**src/rtl/ddr_axi_burst_master.sv**
```systemverilog
// ddr_axi_burst_master: turns one-shot client commands into fixed 4-beat AXI INCR bursts, one response per command.
// Optional DDR_AXI_MST_ALIGN_CHECK_EN rejects commands whose address is not 16-byte aligned without issuing traffic.
module ddr_axi_burst_master #(
    parameter int ADDR_W = 32,
    parameter int DATA_W = 32
) (
    input  logic                ACLK,
    input  logic                ARESETn,
    input  logic                cmd_valid,
    output logic                cmd_ready,
    input  logic                cmd_write,
    input  logic [ADDR_W-1:0]   cmd_addr,
    input  logic [4*DATA_W-1:0] cmd_wdata,
    output logic                rsp_valid,
    input  logic                rsp_ready,
    output logic                rsp_write,
    output logic [4*DATA_W-1:0] rsp_rdata,
    output logic                rsp_err,
    output logic [ADDR_W-1:0]   M0_AWADDR,
    output logic [3:0]          M0_AWLEN,
    output logic                M0_AWVALID,
    input  logic                M0_AWREADY,
    output logic [DATA_W-1:0]   M0_WDATA,
    output logic [3:0]          M0_WSTRB,
    output logic                M0_WLAST,
    output logic                M0_WVALID,
    input  logic                M0_WREADY,
    input  logic [1:0]          M0_BRESP,
    input  logic                M0_BVALID,
    output logic                M0_BREADY,
    output logic [ADDR_W-1:0]   M0_ARADDR,
    output logic [3:0]          M0_ARLEN,
    output logic                M0_ARVALID,
    input  logic                M0_ARREADY,
    input  logic [DATA_W-1:0]   M0_RDATA,
    input  logic [1:0]          M0_RRESP,
    input  logic                M0_RLAST,
    input  logic                M0_RVALID,
    output logic                M0_RREADY
);
    typedef enum logic [2:0] {IDLE, AW, W, B, AR, R, RSP} state_t;

    state_t              state, state_n;
    logic [1:0]          cnt, cnt_n;
    logic [4*DATA_W-1:0] wbuf;
    logic                misalign;
    logic                cmd_fire, w_fire, b_fire, r_fire;

`ifdef DDR_AXI_MST_ALIGN_CHECK_EN
    assign misalign = |cmd_addr[3:0];
`else
    assign misalign = 1'b0;
`endif

    assign M0_AWLEN = 4'd3;
    assign M0_ARLEN = 4'd3;
    assign M0_WSTRB = 4'hF;
    assign cmd_fire = cmd_valid && cmd_ready;
    assign w_fire   = M0_WVALID && M0_WREADY;
    assign b_fire   = M0_BVALID && M0_BREADY;
    assign r_fire   = M0_RVALID && M0_RREADY;

    always_ff @(posedge ACLK or negedge ARESETn) begin
        if (!ARESETn) begin
            state <= IDLE;
            cnt   <= 2'd0;
        end else begin
            state <= state_n;
            cnt   <= cnt_n;
        end
    end

    always_comb begin
        state_n = state;
        cnt_n   = cnt;
        case (state)
            IDLE: if (cmd_fire) begin
                state_n = misalign ? RSP : (cmd_write ? AW : AR);
                cnt_n   = 2'd0;
            end
            AW:  state_n = M0_AWREADY ? W : AW;
            W:   if (w_fire) begin
                cnt_n   = cnt + 2'd1;
                state_n = (cnt == 2'd3) ? B : W;
            end
            B:   state_n = b_fire ? RSP : B;
            AR:  state_n = M0_ARREADY ? R : AR;
            R:   if (r_fire) begin
                cnt_n   = cnt + 2'd1;
                state_n = (cnt == 2'd3) ? RSP : R;
            end
            RSP: state_n = rsp_ready ? IDLE : RSP;
            default: state_n = IDLE;
        endcase
    end

    // Every output is a flop loaded from the next-state decode, so it changes on the edge that enters the state.
    always_ff @(posedge ACLK or negedge ARESETn) begin
        if (!ARESETn) begin
            cmd_ready  <= 1'b0;
            rsp_valid  <= 1'b0;
            rsp_write  <= 1'b0;
            rsp_rdata  <= '0;
            rsp_err    <= 1'b0;
            wbuf       <= '0;
            M0_AWADDR  <= '0;
            M0_AWVALID <= 1'b0;
            M0_WDATA   <= '0;
            M0_WLAST   <= 1'b0;
            M0_WVALID  <= 1'b0;
            M0_BREADY  <= 1'b0;
            M0_ARADDR  <= '0;
            M0_ARVALID <= 1'b0;
            M0_RREADY  <= 1'b0;
        end else begin
            cmd_ready  <= state_n == IDLE;
            rsp_valid  <= state_n == RSP;
            M0_AWVALID <= state_n == AW;
            M0_WVALID  <= state_n == W;
            M0_WLAST   <= state_n == W && cnt_n == 2'd3;
            M0_BREADY  <= state_n == B;
            M0_ARVALID <= state_n == AR;
            M0_RREADY  <= state_n == R;
            if (state_n == W)
                M0_WDATA <= wbuf[DATA_W*cnt_n +: DATA_W];
            if (cmd_fire) begin
                wbuf      <= cmd_wdata;
                rsp_write <= cmd_write;
                rsp_rdata <= '0;
                rsp_err   <= misalign;
                if (cmd_write)
                    M0_AWADDR <= cmd_addr;
                else
                    M0_ARADDR <= cmd_addr;
            end
            if (b_fire)
                rsp_err <= rsp_err | (|M0_BRESP);
            if (r_fire) begin
                rsp_rdata[DATA_W*cnt +: DATA_W] <= M0_RDATA;
                rsp_err <= rsp_err | (|M0_RRESP) | (M0_RLAST != (cnt == 2'd3));
            end
        end
    end
endmodule

```
**config.mk**
```make
export PLATFORM = sky130hd
export DESIGN_NAME = ddr_axi_burst_master
export DESIGN_NICKNAME = d
export VERILOG_FILES = /design/src/rtl/ddr_axi_burst_master.sv
export SDC_FILE = /design/constraint.sdc
export NUM_CORES = 1
export LEC_CHECK = 0
export CORE_MARGIN = 8
export CORE_UTILIZATION = 35
export CTS_CLUSTER_SIZE = 8
export DETAILED_ROUTE_END_ITERATION = 8
export PLACE_DENSITY = 0.71
export RECOVER_POWER = 50
export SETUP_SLACK_MARGIN = 0.05
export SYNTH_ARGS = -nofsm -noshare
export SYNTH_HDL_FRONTEND = slang
export SYNTH_SLANG_ARGS = --single-unit
```
**constraint.sdc**
```tcl
create_clock -name ACLK -period 2.9 [get_ports ACLK]
set_input_delay 0.58 -clock ACLK [delete_from_list [all_inputs] [get_ports ACLK]]
set_output_delay 0.58 -clock ACLK [all_outputs]
set_load 0.1 [all_outputs]
```
==> results of run 1 <==
what timing repair did:
action                                  CTS  global route
hold buffers                              1             0
endpoints found under the setup margin    0             0
resized for setup                         0             0
endpoints found under the hold margin     4             0
synth_stat cells (2+ instances only):
library cell  number  area [sq um]
nand3b_1           3         22.52
a211oi_1           3         22.52
o22a_1             2         17.52
o21ai_1            4         20.02
conb_1             2         7.510
inv_2              2         7.510
ha_1               6         75.07
a32o_1             2         20.02
nor2_1             5         18.77
nor3b_1            2         15.01
a21oi_1            5         25.02
clkbuf_1          92         345.3
inv_1              4         15.01
o31ai_1           64         480.5
and2_1            35         219.0
and4_1             2         17.52
a22o_1           128          1121
buf_4             14         105.1
nor2b_1            3         18.77
dfrtp_1          367          9184
buf_6              3         33.78
nor3_1             3         15.01
a221oi_1          63         551.8
nand3_1            7         35.03
and2_0            32         200.2
buf_2              7         35.03
mux2_2            64         720.7
nand2_1          393          1475
buf_1              4         15.01
per-stage QoR:
stage | util, % | cell area, sq um
final | 48.84 | 20850
after global routing | 48.84 | 20850
after CTS | 49.08 | 20950
after global placement | 45.82 | 19560
after floorplan | - | 15020
after detailed placement | 45.82 | 19560
worst paths after layout:
path | from | to
setup / recovery | cmd_valid | M0_AWADDR[27]
hold / removal | wbuf[31] | wbuf[31]
setup reg to reg | cnt[0] | M0_WDATA[1]
hold reg to reg | wbuf[31] | wbuf[31]
max in group asynchronous | ARESETn | wbuf[37]
min in group asynchronous | ARESETn | rsp_rdata[73]
registers in the layout (all words and copies together), names as in the netlist:
| signal | flops |
|---|---|
| rsp_rdata | 128 |
| wbuf | 128 |
| M0_ARADDR | 32 |
| M0_AWADDR | 32 |
| M0_WDATA | 32 |
| state | 3 |
| cnt | 2 |
| M0_ARVALID | 1 |
| M0_AWVALID | 1 |
| M0_BREADY | 1 |
| M0_RREADY | 1 |
| M0_WLAST | 1 |
| M0_WVALID | 1 |
| cmd_ready | 1 |
| rsp_err | 1 |
| rsp_valid | 1 |
| rsp_write | 1 |
power by group:
part           switching, mW  internal (mW)
registers               1.19           6.96
clock network           2.14           3.20
logic                   10.4           3.33
total                   13.7           13.5
worst register-to-register path, stage by stage, from the launching register on:
cell and delay (ns):
dfrtp_1 0.51, inv_1 0.21, ha_1 0.43, nand3_1 0.10
o22a_2 0.28, o21ai_4 0.19, buf_4 0.34, a221oi_1 0.13
o31ai_1 0.30
area by class of cell:
type | instances | area [sq um] | area share (%)
flip-flops and latches | 367 | 9184 | 44.04
multi-input cells | 856 | 5341 | 25.62
repair buffers | 480 | 4238 | 20.32
clock buffers | 54 | 1329 | 6.372
well taps | 546 | 683.2 | 3.276
clock inverters | 4 | 52.55 | 0.2520
inverters | 6 | 22.52 | 0.1080
diodes | 1 | 2.502 | 0.01200
layer usage:
layer	vias to the layer above	GRT usage, %	share of wire, %
li1	5504	-	-
met2	553	33.15	48
met4	2	7.732	3.1
met5	-	0	0.037
met3	107	4.951	7.1
met1	6164	25.43	42
cell families after synthesis:
family                     share of synthesized area, %
adders and majority gates                        0.5010
other                                           0.05012
AOI/OAI and AO/OA                                 15.56
buffers and inverters                             3.716
DFF                                               61.29
and+or+nand+nor                                   13.96
muxes                                             4.810
xor gates and xnor gates                         0.1169
==> results.py, run 1 <==
metrics = {
    "status": {
        "status": "completed",
    },
    "logic_synthesis": {
        "ys_warn_count": 0,
        "netlist_instances": 1339,
        "ys_seq_elements": 367,
        "ys.flop_type": "dfrtp_1",
        "seq_area_frac_synth_pct": 61.29,
        "synth.cell_area_sq_um": 14980,
        "synth.avg_cell_area_sq_um": 11.19,
        "synth_edf_count": 0,
        "postSynth.asyncResetShare_pct": 100.0,
        "synth.distinct_cells": 47,
    },
    "worst_setup_path": {
        "crit_fanout": 33,
        "cp-start-kind": "primary input",
        "crit_buf_inv": 3,
        "endpoint_kind": "flop",
        "cp_top_family": "buffers and inverters",
        "worstPathRequired_ns": 3.35,
        "ff2ff_setup_slack_ns": 0.30,
        "path_cells": "clkdlybuf4s50_1 -> buf_4 -> and2_0 -> nand2_1 -> clkbuf_2 -> mux2_2",
        "ff2ff_path_depth": 8,
        "path_depth": 6,
        "slowest_delay_ns": 0.59,
        "slowest_stage": "and2_0",
        "cp.arrival_ns": 3.08,
        "critPathKind": "primary input to flop",
    },
    "route": {
        "drc_errors": 0,
        "dr.first_iter.drc_count": 986,
        "via_count": 12330,
        "wl_um": 51220,
        "wl_per_cell_um": 22.14,
        "ant_nets": 0,
        "dr.pass1.iters": 5,
        "drt-vias-per-instance": 5.328,
    },
    "finish": {
        "layout_commonest_cell": "nand2_1",
        "fillers": 3827,
        "drive_above_1_share_pct": 23.09,
        "fin_nets": 1976,
        "synthToLayoutAreaGrowth_pct": 39.16,
        "mostFrequentLayoutCells": "392 x nand2_1, 367 x dfrtp_1, 253 x buf_4, 205 x clkdlybuf4s50_1, 128 x a22o_1",
        "finalNonFillerCells": 2314,
    },
    "sta": {
        "max_freq_ghz": 0.3803,
        "tns_ns": 0,
        "drv_slew": 0,
        "hold_violations": 0,
        "period_share_pct": 90.67,
        "slew_headroom_pct": 3.341,
        "setup_violations": 0,
        "tightest_slew_ns": 1.450,
        "hold_slack_ns": 0.4655,
        "fin_skew_ns": 0.01476,
        "setup_slack_ns": 0.2706,
        "min_period_ns": 2.629,
        "rsz0062_at_grt": "false",
    },
    "placed_design": {
        "dp_cells": 2254,
        "pre_cts_slack_ns": 0.04964,
        "gp_congestion": 0.8612,
        "io_buffers": 440,
        "place_hpwl_um": 36020,
    },
    "die": {
        "start_util_pct": 35.10,
        "io_pins": 453,
        "die_area_sq_um": 49690,
        "core-area_sq_um": 42700,
        "die_h_um": 222.9,
        "rows": 76,
        "die_w_um": 222.9,
    },
    "clock_network": {
        "clockBufferDepth": 3,
        "ctsRootBufferMaster": "clkbuf_16",
        "insertion_delay_ns": 0.58,
        "numCtsBuffers": 52,
        "cts_setup_buffers": 0,
        "clkTransAtPathRegs_ns": 0.05,
        "clock-sinks": 367,
        "cts_htree_levels": 2,
        "cts_tree": "built",
    },
    "global_route": {
        "grt_pass1_vias": 13227,
        "grt_usage_pct": 20.15,
        "grt_max_degree": 104,
        "grt_antenna_before_repair": 2,
        "grt_first_pass_wirelength_um": 79520,
        "gr-total-overflow": 0,
    },
    "pwr": {
        "power_density_nw_per_um2": 1304,
        "leakagePower_nw": 10.13,
        "peakVddDrop_uv": 876.7,
        "power_mw": 27.19,
    },
    "flow_run": {
        "cap_violations": 0,
    },
    "min_path": {
        "min_path_type": "flop to flop",
        "holdPathStages": 2,
    },
}
No activity file was read; power rests on OpenSTA's default activity.
==> run 2, diff against run 1 <==
--- a/config.mk
+++ b/config.mk
@@ -5,7 +5,7 @@
 export SDC_FILE = /design/constraint.sdc
 export NUM_CORES = 1
 export LEC_CHECK = 0
-export CORE_MARGIN = 8
+export CORE_MARGIN = 2
 export CORE_UTILIZATION = 35
 export CTS_CLUSTER_SIZE = 8
 export DETAILED_ROUTE_END_ITERATION = 8
==> run 2 against run 1 <==
Net effect:
- the run now ends with capacitance limit, slew limit left
- total power shrank 0.29%
- maximum frequency grew 3.1%
- flip-flop and latch count is the same
- core utilization grew 0.70 points
- first-iteration DRC count shrank 7.8%
- non-clock buffer count shrank 5
- clock power grew 0.7%
- sequential share of layout area is essentially flat
- largest cell class unchanged
==> results.py, run 2 (synthesis results as in run 1) <==
metrics = {
    "worst_setup_path": {
        "critPathLaunch": "cnt[0]",
        "endpoint_kind": "flop",
        "critPathKind": "flop to flop",
        "ff2ff_path_depth": 8,
        "rr_endpoint": "M0_WDATA[3]",
        "timing.rr.start": "cnt[0]",
        "cp-start-kind": "flop",
        "ff2ff_setup_slack_ns": 0.35,
        "crit_fanout": 40,
        "cp.arrival_ns": 2.99,
        "worstPathRequired_ns": 3.34,
    },
    "clock_network": {
        "clockBufferDepth": 3,
        "cts_htree_levels": 2,
        "cts_setup_buffers": 0,
        "numCtsBuffers": 52,
        "clkTransAtPathRegs_ns": 0.05,
        "clock-sinks": 367,
        "insertion_delay_ns": 0.58,
        "ctsRootBufferMaster": "clkbuf_16",
        "cts_tree": "built",
    },
    "min_path": {
        "worstHoldStart": "wbuf[58]",
        "holdPathStages": 2,
        "min_path_type": "flop to flop",
        "holdPathEnd": "wbuf[58]",
    },
    "finish": {
        "fillers": 3755,
        "drive_above_1_share_pct": 22.89,
        "synthToLayoutAreaGrowth_pct": 39.30,
        "finalNonFillerCells": 2306,
        "fin_nets": 1971,
        "mostFrequentLayoutCells": "393 x nand2_1, 367 x dfrtp_1, 252 x buf_4, 204 x clkdlybuf4s50_1, 128 x a22o_1",
        "layout_commonest_cell": "nand2_1",
        "top_regs": "rsp_rdata: 128 flops, wbuf: 128 flops",
    },
    "sta": {
        "rsz0062_at_grt": "false",
        "drv_slew": 64,
        "hold_violations": 0,
        "fin_skew_ns": 0.01829,
        "min_period_ns": 2.549,
        "tightest_slew_ns": 1.903,
        "slew_headroom_pct": -26.88,
        "tns_ns": 0,
        "setup_violations": 0,
        "period_share_pct": 87.91,
        "max_freq_ghz": 0.3922,
    },
    "pwr": {
        "leakagePower_nw": 10.12,
        "peakVddDrop_uv": 1004,
        "power_density_nw_per_um2": 1299,
    },
    "route": {
        "drt-vias-per-instance": 5.271,
        "wl_um": 47770,
        "via_count": 12156,
        "drc_errors": 0,
        "ant_nets": 0,
        "dr.first_iter.drc_count": 909,
        "wl_per_cell_um": 20.71,
        "dr.pass1.iters": 5,
    },
    "status": {
        "status": "finished, violations left",
        "violations": "capacitance limit, slew limit",
    },
    "die": {
        "die_w_um": 210.9,
        "start_util_pct": 35.56,
        "die_area_sq_um": 44480,
        "core-area_sq_um": 42130,
        "rows": 75,
        "io_pins": 453,
        "die_h_um": 210.9,
    },
    "flow_run": {
        "cap_violations": 1,
    },
    "global_route": {
        "grt_first_pass_wirelength_um": 72530,
        "gr-total-overflow": 0,
        "grt_antenna_before_repair": 4,
        "grt_max_degree": 107,
        "grt_pass1_vias": 12288,
        "grt_usage_pct": 21.08,
    },
    "placed_design": {
        "io_buffers": 440,
        "place_hpwl_um": 32390,
        "gp_congestion": 0.8048,
        "dp_cells": 2242,
    },
}
## run 2: cell types whose count changed in the layout (fill, tap and decap cells not counted), sizes merged
cell and change:
diode +1, buf +1, clkbuf -2, dlygate4sd3 +1, clkdlybuf4s50 -1, clkinvlp -1
## run 2: worst max path at each step
stage	endpoint	slack, ns
4_1_cts	M0_WDATA[27]	0.35
3_3_place_gp	M0_WDATA[27]	0.07
3_5_place_dp	M0_WDATA[27]	0.05
5_1_grt	rsp_rdata[11]	0.08
2_1_floorplan	M0_WDATA[23]	0.26
6_report	M0_WDATA[3]	0.35
## run 2: power breakdown
part,switching (mW),total (mW),internal (mW)
logic,10.4,13.6,3.28
registers,1.14,8.10,6.96
clock network,2.14,5.38,3.24
## run 2: critical path: stages (launching register included)
cell	delay [ns]
dfrtp_1	0.48
inv_1	0.19
ha_1	0.42
nand3_1	0.10
o22a_2	0.28
buf_4	0.26
and2_0	0.20
a221oi_1	0.33
o31ai_1	0.12
## run 2: cell type report
| class | instances | area [sq um] | share of cell area [%] |
|---|---|---|---|
| Sequential cell | 367 | 9184 | 44.00 |
| Multi-Input combinational cell | 856 | 5341 | 25.59 |
| Timing Repair Buffer | 475 | 4247 | 20.35 |
| Clock buffer | 58 | 1354 | 6.486 |
| Tap cell | 539 | 674.4 | 3.231 |
| Clock inverter | 3 | 45.04 | 0.2158 |
| Inverter | 6 | 22.52 | 0.1079 |
| Antenna cell | 2 | 5.005 | 0.02398 |
## run 2: metrics by stage
step / utilization, % / hold WS, ns / power (mW) / cell area (sq um) / setup slack [ns]
after floorplan: - / 0.2844 / 18.17 / 15020 / 0.2634
after global placement: 46.25 / 0.4533 / 21.63 / 19490 / 0.06800
after detailed placement: 46.25 / 0.4571 / 21.83 / 19490 / 0.05363
after CTS: 49.59 / 0.4690 / 27.31 / 20900 / 0.3473
after global routing: 49.54 / 0.4890 / 28.30 / 20870 / 0.07787
final: 49.54 / 0.4663 / 27.11 / 20870 / 0.3506
## run 2: repair_timing
item	CTS	global route
hold buffers	1	0
resized for setup	0	0
endpoints found under the hold margin	51	0
## run 2: layer usage
metal  vias up  routed length (um)  GRT usage (%)
met5         -                  31              0
met4         4                1418          8.038
met3        81                3447          5.025
met2       488               22540          34.00
met1      6077               20330          27.61
li1       5506                   -              -
==> run 3, diff against run 2 <==
==> constraint.sdc (replaced) <==
create_clock -name ACLK -period 3.08 [get_ports ACLK]
set_input_delay 0.616 -clock ACLK [delete_from_list [all_inputs] [get_ports ACLK]]
set_output_delay 0.616 -clock ACLK [all_outputs]
set_load 0.02 [all_outputs]
==> run 3 against run 2 <==
Net effect:
- the run still ends with capacitance limit, slew limit left
- worst hold slack about the same
- count of clock-buffer cells in the layout decreased by 6
- total power decreased by 26%
- sequential share of layout area decreased by 0.80 points
- first-iteration DRC count increased by 11%
- worst setup slack got worse by 0.067 ns
- core utilization increased by 0.92 points
- flip-flop and latch count unchanged
- critical path depth decreased by 3
- via count increased by 0.16%
- design area increased by 1.9%
==> results.py, run 3 (synthesis results as in run 1) <==
metrics = {
    "status": {
        "status": "finished, violations left",
        "violations": "capacitance limit, slew limit",
    },
    "worst_setup_path": {
        "slowest_stage": "nand2_1",
        "slowest_delay_ns": 1.47,
        "crit_buf_inv": 2,
        "cp-start-kind": "primary input",
        "critPathKind": "primary input to flop",
        "cp.arrival_ns": 3.31,
        "endpoint_kind": "flop",
        "timing.rr.start": "cnt[0]",
        "critPathLaunch": "cmd_valid",
        "worstPathRequired_ns": 3.60,
        "crit_fanout": 53,
        "cp_top_family": "simple AND/OR/NAND/NOR gates",
        "path_cells": "clkdlybuf4s50_1 -> nand2_1 -> buf_4 -> nand2_1 -> nand2_1",
        "cp_common_cell": "nand2_1",
    },
    "pwr": {
        "switching_share_pct": 36.00,
        "internal-power_mw": 12.86,
        "clkPwrFrac_pct": 24.4,
        "peakVddDrop_uv": 444.3,
        "leakagePower_nw": 9.664,
        "power_density_nw_per_um2": 945.0,
        "power_switching_mw": 7.233,
        "seqPwrFrac_pct": 38.1,
        "p_comb_share_pct": 37.5,
    },
    "clock_network": {
        "insertion_delay_ns": 0.59,
        "cts_resized": 0,
        "cts_tree": "built",
        "clockBufferDepth": 3,
        "clkTransAtPathRegs_ns": 0.05,
        "clock-sinks": 367,
        "cts_htree_levels": 2,
        "cts_setup_buffers": 0,
        "ctsRootBufferMaster": "clkbuf_16",
        "numCtsBuffers": 51,
        "ctsHoldBuffers": 0,
    },
    "sta": {
        "slew_headroom_pct": -42.18,
        "tns_ns": 0,
        "period_share_pct": 90.81,
        "fin_skew_ns": 0.02723,
        "min_period_ns": 2.797,
        "drv_slew": 132,
        "tightest_slew_ns": 2.133,
        "hold_violations": 0,
        "setup_violations": 0,
        "hold_slack_ns": 0.4661,
        "max_freq_ghz": 0.3575,
        "rsz0062_at_grt": "false",
    },
    "finish": {
        "finalInstanceArea_sq_um": 21260,
        "diodes": 0,
        "fin_nets": 1970,
        "layout_commonest_cell": "clkdlybuf4s50_1",
        "mostFrequentLayoutCells": "439 x clkdlybuf4s50_1, 393 x nand2_1, 367 x dfrtp_1, 128 x a22o_1, 64 x o31ai_1",
        "drive_above_1_share_pct": 9.437,
        "top_regs": "rsp_rdata: 128 flops, wbuf: 128 flops",
        "synthToLayoutAreaGrowth_pct": 41.88,
    },
    "route": {
        "drt-vias-per-instance": 5.298,
        "drc_errors": 0,
        "wl_um": 48480,
        "wl_per_cell_um": 21.10,
        "ant_nets": 0,
        "dr.pass1.iters": 7,
        "via_count": 12175,
        "dr.first_iter.drc_count": 1010,
    },
    "die": {
        "rows": 75,
        "io_pins": 453,
        "die_w_um": 210.9,
        "die_h_um": 210.9,
        "core-area_sq_um": 42130,
        "start_util_pct": 35.56,
        "die_area_sq_um": 44480,
    },
    "global_route": {
        "grt_pass1_vias": 12647,
        "gr-total-overflow": 0,
        "grt_max_degree": 106,
        "grt_first_pass_wirelength_um": 74800,
        "grt_antenna_before_repair": 2,
        "grt_usage_pct": 21.71,
    },
    "min_path": {
        "min_path_type": "flop to flop",
        "worstHoldStart": "wbuf[35]",
    },
    "placed_design": {
        "place_hpwl_um": 33070,
        "io_buffers": 440,
        "placed_area_sq_um": 20000,
        "gp_congestion": 0.8194,
    },
    "flow_run": {
        "cap_violations": 2,
    },
}
[run 3: changes by cell type in the layout (fill, tap and decap cells not counted), moves of 2 or more]
cell             change
clkdlybuf4s50_1    +235
buf_4              -232
buf_12               -8
clkbuf_2             +7
clkbuf_1             -3
clkbuf_8             -3
diode_2              -2
dlygate4sd3_1        -2
[run 3: worst paths after layout]
path	end	slack, ns	depth (start not counted)
min in group asynchronous	rsp_rdata[7]	0.64	1
worst max-delay path	wbuf[33]	0.28	5
worst min-delay path	wbuf[35]	0.47	2
worst min register to register	wbuf[35]	0.47	2
max in group asynchronous	wbuf[11]	0.59	2
worst max register to register	M0_WDATA[1]	0.29	8
[run 3: worst register-to-register path: cells and delay by family (launching register included)]
kind | cells | cell delay [ns]
flip-flops | 1 | 0.53
AND/OR/NAND/NOR | 1 | 0.12
AO/OA/AOI/OAI | 4 | 0.87
adder cells (fa/ha/maj) | 1 | 0.43
buffers and inverters | 2 | 0.73
[run 3: layout make-up]
type	count	area (sq um)
Fill cell	3707	20880
Tap cell	539	674.4
Clock buffer	52	1280
Inverter	6	22.52
Timing Repair Buffer	475	4716
Clock inverter	3	52.55
Sequential cell	367	9184
Multi-Input combinational cell	856	5330
[run 3: power by group through the flow]
stage	Clock (mW)	Combinational [mW]	Sequential (mW)
floorplan	0	3.15	8.45
global placement	0	7.41	7.66
detailed placement	0	7.56	7.70
CTS	5.02	7.60	7.65
global route	5.24	8.13	7.86
finish	4.91	7.52	7.66
[run 3: stage by stage]
stage | setup slack [ns] | util (%) | std cells | total power, mW
after floorplan | 0.8097 | - | 1349 | 11.60
after global placement | 0.2989 | 47.48 | 2243 | 15.07
after detailed placement | 0.2227 | 47.48 | 2243 | 15.26
after CTS | 0.3805 | 50.64 | 2298 | 20.28
after global routing | 0.09281 | 50.46 | 2298 | 21.23
final | 0.2831 | 50.46 | 2298 | 20.09
[run 3: routing by layer]
layer	routed length (um)	vias to the layer above	GRT usage, %
li1	-	5486	-
met1	20420	6039	28.11
met2	22910	550	35.89
met3	3736	96	5.397
met4	1389	4	6.872
met5	22	-	0
